===== config.mk =====
export PLATFORM = sky130hd
export DESIGN_NAME = ucsbece154b_fetch_buffer
export DESIGN_NICKNAME = d
export VERILOG_FILES = /design/src/rtl/ucsbece154b_fetch_buffer.sv
export SDC_FILE = /design/constraint.sdc
export NUM_CORES = 1
export LEC_CHECK = 0
export ABC_AREA = 1
export BUFFER_PORTS_ARGS = -buffer_cell sky130_fd_sc_hd__clkbuf_2
export CAP_MARGIN = 20
export CELL_PAD_IN_SITES_DETAIL_PLACEMENT = 0
export CELL_PAD_IN_SITES_GLOBAL_PLACEMENT = 1
export CORE_MARGIN = 2
export CORE_UTILIZATION = 33
export CTS_CLUSTER_SIZE = 20
export DETAILED_ROUTE_END_ITERATION = 10
export PLACE_DENSITY = 0.7
export SYNTH_ARGS = -nofsm -noshare
export SYNTH_HDL_FRONTEND = slang
export SYNTH_SLANG_ARGS = --single-unit

===== constraint.sdc =====
create_clock -name clk -period 6.2 [get_ports clk]
set_input_delay 1.24 -clock clk [delete_from_list [all_inputs] [get_ports clk]]
set_output_delay 1.24 -clock clk [all_outputs]
set_load 0.03 [all_outputs]

===== src/rtl/ucsbece154b_fetch_buffer.sv =====
// Instruction prefetch buffer: fetches sequential words from a variable-latency
// memory into a DEPTH-entry {pc, instr} FIFO and refetches on redirect.
module ucsbece154b_fetch_buffer #(
    parameter int unsigned DEPTH    = 4,
    parameter logic [31:0] RESET_PC = 32'h0001_0000
) (
    input  logic        clk,
    input  logic        reset,
    output logic        mem_req_o,
    output logic [31:0] mem_addr_o,
    input  logic        mem_ack_i,
    input  logic [31:0] mem_rdata_i,
    output logic        instr_valid_o,
    output logic [31:0] instr_o,
    output logic [31:0] pc_o,
    input  logic        instr_ready_i,
    input  logic        redirect_i,
    input  logic [31:0] redirect_pc_i
);

    localparam int unsigned PW   = (DEPTH > 1) ? $clog2(DEPTH) : 1;
    localparam int unsigned CW   = PW + 1;
    localparam logic [CW-1:0] FULL = CW'(DEPTH);
    localparam logic [31:0]   NOP  = 32'h0000_0013;

    typedef enum logic [1:0] {IDLE, REQ, DRAIN} state_t;

    state_t        state_q, state_d;
    logic [CW-1:0] count_q, count_d;
    logic [PW-1:0] head_q, head_d;
    logic [PW-1:0] tail_q, tail_d;
    logic [31:0]   fetch_pc_q, fetch_pc_d;
    logic [31:0]   req_addr_q, req_addr_d;

    logic [31:0]   pc_mem    [DEPTH];
    logic [31:0]   instr_mem [DEPTH];

    logic          push, pop;
    logic [CW-1:0] count_next;

    assign instr_valid_o = (count_q != '0);
    assign instr_o       = instr_valid_o ? instr_mem[head_q] : NOP;
    assign pc_o          = instr_valid_o ? pc_mem[head_q] : 32'h0;
    assign mem_req_o     = (state_q != IDLE);
    assign mem_addr_o    = req_addr_q;

    // Only REQ owns a reserved slot; ack data seen in DRAIN belongs to a stale fetch.
    assign push       = (state_q == REQ) && mem_ack_i && !redirect_i;
    assign pop        = instr_valid_o && instr_ready_i && !redirect_i;
    assign count_next = count_q + CW'(push) - CW'(pop);

    always_comb begin
        state_d    = state_q;
        count_d    = count_next;
        head_d     = pop  ? head_q + PW'(1) : head_q;
        tail_d     = push ? tail_q + PW'(1) : tail_q;
        fetch_pc_d = fetch_pc_q;
        req_addr_d = req_addr_q;

        case (state_q)
            IDLE: begin
                if (redirect_i) begin
                    fetch_pc_d = redirect_pc_i;
                    req_addr_d = redirect_pc_i;
                    state_d    = REQ;
                end else if (count_next < FULL) begin
                    req_addr_d = fetch_pc_q;
                    state_d    = REQ;
                end
            end
            REQ: begin
                if (redirect_i) begin
                    fetch_pc_d = redirect_pc_i;
                    if (mem_ack_i) begin
                        req_addr_d = redirect_pc_i;
                    end else begin
                        state_d = DRAIN;
                    end
                end else if (mem_ack_i) begin
                    fetch_pc_d = req_addr_q + 32'd4;
                    if (count_next < FULL) begin
                        req_addr_d = req_addr_q + 32'd4;
                    end else begin
                        state_d = IDLE;
                    end
                end
            end
            DRAIN: begin
                if (redirect_i) begin
                    fetch_pc_d = redirect_pc_i;
                end
                if (mem_ack_i) begin
                    req_addr_d = redirect_i ? redirect_pc_i : fetch_pc_q;
                    state_d    = REQ;
                end
            end
            default: state_d = IDLE;
        endcase

        if (redirect_i) begin
            count_d = '0;
            head_d  = '0;
            tail_d  = '0;
        end
    end

    always_ff @(posedge clk or negedge reset) begin
        if (!reset) begin
            state_q    <= IDLE;
            count_q    <= '0;
            head_q     <= '0;
            tail_q     <= '0;
            fetch_pc_q <= RESET_PC;
            req_addr_q <= RESET_PC;
        end else begin
            state_q    <= state_d;
            count_q    <= count_d;
            head_q     <= head_d;
            tail_q     <= tail_d;
            fetch_pc_q <= fetch_pc_d;
            req_addr_q <= req_addr_d;
        end
    end

    always_ff @(posedge clk) begin
        if (push) begin
            pc_mem[tail_q]    <= req_addr_q;
            instr_mem[tail_q] <= mem_rdata_i;
        end
    end

endmodule


==> results by group <==
Cells and area
  • Final nets: 1,788
  • FF/Latch Area: 9522 um2
  • Final core utilization: 0.3941
  • Area of the multi-input gates: 4812 um2
  • Area Overhead vs Synth: 17.21%
  • Non-filler instance count after layout: 2,332
  • Fraction of layout cells with a size suffix above 1: 0.1489
  • N_diodes: 0
  • Fill count: 4,423
  • Finished Cell Area: 17,500 um2

STA
  • Slew margin rel.: 0.3224
  • Fmax: between 200 and 250 MHz
  • Final hold vios: 0
  • Max Clock Skew: 0.01220 ns
  • Hold slack: 0.4749 ns
  • Final number of setup-violating endpoints: 0
  • Final worst path period share: 0.7930
  • Minimum clock period: between 4 and 5 ns
  • Final WS setup: 1.283 ns
  • Least-Margin Pin Slew: 1.016 ns
  • Pins Over Slew Limit: 0
  • RSZ-0062 raised after global routing: false
  • Setup TNS: 0 ns

Synthesis
  • Post-synthesis compound-gate area fraction: 0.09511
  • Yosys cell types: 37
  • Ranking of synthesized cells by area: edfxtp_1, dfrtp_1, nor2_1
  • Synth Flop Type: edfxtp_1
  • Seq cells post-synth: around 330
  • Area share of the leading cell type in the synthesized netlist: 0.5148
  • Largest family of logic cells by synthesized area: simple AND/OR/NAND/NOR gates
  • Dominant cell type by area after synthesis: edfxtp_1
  • Simple logic cell fraction of the synthesized area: 0.2135
  • Post-synth net total: between 1,500 and 2,000
  • Register area share after synthesis: 0.6373
  • Async set or reset register ratio after synthesis: 0.2219
  • Synth Cell Area: 14,930 um2
  • Mux contribution to synthesized area: 0.0006704
  • Synth warn: 0
  • Syn_area_per_cell: ~9.5 um2
  • Post-Synth XOR/XNOR Area: 0.002849
  • Post-synth EDFFs: approximately 260
  • Post-synthesis adder-cell area fraction: 0.007206
  • Gate Count Post-Synth: 1,571

Floorplan
  • FP Rows: 77
  • Die Height: 216.7 um
  • I/O Pins: 167
  • Core area: 44,410 um2
  • Die ar.: 46,970 um2
  • Starting density of the core: 0.3362
  • Die W: 216.7 um

Clocking
  • CTS tree: built
  • Clock Latency Late Sink: 0.54 ns
  • CTS Buf Count: 38
  • # hold bufs at CTS: 0
  • Post-CTS Repair Setup Buffers: 0
  • Clk root buf: clkbuf_16
  • Max Root-Sink Buffers: 3
  • Clock transition at path regs: approximately 0.050 ns
  • # H-tree levels: 2
  • # resized after CTS: 0
  • Clk sinks: around 330

Setup path
  • CP peak stage delay: 0.88 ns
  • Crit start category: flop
  • Worst path slowest cell: dfrtp_4
  • Worst setup EP type: output pin
  • Critical path type: flop to output pin
  • Critical Path Fanout Max: 68
  • CP delay by family, top: buffers and inverters
  • Most frequent cell on the critical path: nor2_1
  • Arrival time worst endpoint: 3.68 ns
  • Critical path buffers and inverters: 3
  • FF-to-FF path depth: 16
  • Critical Path RT: 4.96 ns
  • Worst-path cell chain: clkinv_2, buf_4, nor2_1, nor2_1, o21ai_0, o311ai_0, clkbuf_2
  • Critical path depth: 7

Power
  • Static leakage: roughly 7 nW
  • Power per cell area: 489.4 nW/um2
  • Worst vdd ir: ~0.29 mV
  • Overall Power: 8.566 mW

Run status
  • Status: finished, final reports clean

Worst hold path
  • Hold Path Class: flop to flop
  • Hold depth: 2

Place
  • DP Worst Slack: ~1.5 ns
  • DP Cell Count: 2,263
  • Post-DP HPWL: 24,610 um
  • Port Buf Inserts: about 170
  • Placed cell area: 16,320 um2
  • GPL Wtd Cong: 0.7847

Drt
  • Via/cell ratio: between 4 and 5
  • Drt total wl: 41,090 um
  • DR DRC count: 0
  • Pre-antenna DRT Iters: 5
  • Routed WL per cell: 17.62 um
  • DR iter-0 viols: a little under 700
  • Antenna viol nets, final: 0
  • Vias: ~11,000

Job
  • Max-Cap Viols: 0

GRT
  • Overflow after GRT: 0
  • Largest net degree at the start of global routing: 69
  • Global Route Usage Sum: 0.1751
  • First-pass GRT wire length: 63,810 um
  • Vias in the first global route: ~11,000
  • Initial antenna violation count: 0
cells in the final DEF (no fill, tap or decap), types with 2 or more instances in the layout:
cell type,instances
ha_1,7
clkinv_2,6
clkinv_8,2
nor2_1,337
a21oi_1,72
nor2_4,6
o21ai_1,6
o21ai_0,172
clkbuf_1,9
inv_2,4
nand2_2,2
nand3_1,106
clkbuf_2,165
nand4_1,2
xor2_1,2
dfrtp_1,69
inv_1,70
dfstp_2,2
o311ai_0,3
edfxtp_1,256
nand3b_1,2
clkinv_1,11
o22ai_1,6
clkinvlp_4,2
buf_4,18
nor2_2,4
a21boi_0,2
o211ai_1,3
bufinv_16,2
clkbuf_16,39
nand2_1,334
o21bai_1,7
state kept, by name, summed over array words and instances, names as in the netlist:
name        cells
instr_mem     128
pc_mem        128
fetch_pc_q     32
mem_addr_o     32
count_q         3
head_q          2
state_q         2
tail_q          2
metal layers:
layer	up-vias	GRT usage	part of all wire
li1	5576	-	-
met1	5410	0.2430	0.46
met2	288	0.2827	0.46
met3	64	0.02765	0.051
met4	0	0.05228	0.026
met5	-	0	0
path summary, 6_finish.rpt:
| path | startpoint | endpoint | slack, ns |
|---|---|---|---|
| max in group asynchronous | reset | head_q[0]$_DFFE_PN0P_ | 4.46 |
| worst max-delay path | head_q[0]$_DFFE_PN0P_ | instr_o[4] | 1.28 |
| worst min-delay path | fetch_pc_q[16]$_DFFE_PN1P_ | fetch_pc_q[16]$_DFFE_PN1P_ | 0.47 |
| min in group asynchronous | reset | fetch_pc_q[21]$_DFFE_PN0P_ | 0.61 |
| worst max register to register | state_q[0]$_DFFE_PN0P_ | mem_addr_o[20]$_DFFE_PN0P_ | 1.84 |
| worst min register to register | fetch_pc_q[16]$_DFFE_PN1P_ | fetch_pc_q[16]$_DFFE_PN1P_ | 0.47 |
report_power, final:
part,leakage [nW],internal (mW),switching (mW)
sequential,3.20,2.83,0.480
clock,0.566,1.24,0.875
combinational,3.26,0.840,2.30
Yosys cell counts, types with 3 or more instances:
cell type and count:
a21oi_1 72, buf_1 14, buf_2 31, buf_4 3
clkbuf_1 35, dfrtp_1 71, edfxtp_1 256, ha_1 7
inv_1 70, inv_2 6, nand2_1 334, nand3_1 106
nor2_1 341, nor2_2 4, o211ai_1 3, o21ai_0 172
o21ai_1 6, o21bai_1 7, o22ai_1 6, o311ai_0 3
worst min-delay path, delay by kind of cell (launching register included):
family           cells  cell delay [ns]
DFF                  1             0.36
and+or+nand+nor      2             0.11
cell type report:
class                           instances  area share
Clock buffer                           48     0.05769
Inverter                               76     0.01644
Sequential cell                       329      0.5440
Tap cell                              592     0.04232
Clock inverter                         21    0.009651
Multi-Input combinational cell       1083      0.2750
Timing Repair Buffer                  183     0.05490
cell families (layout without fill, tap and decap cells):
kind of cell	Yosys count	in the layout
AO/OA/AOI/OAI	273	273
XOR/XNOR	4	4
adder cells (fa/ha/maj)	8	8
buffers and inverters	159	328
flip-flops	329	329
multiplexers	1	1
AND/OR/NAND/NOR	797	797
No activity file was read; power rests on OpenSTA's default activity.
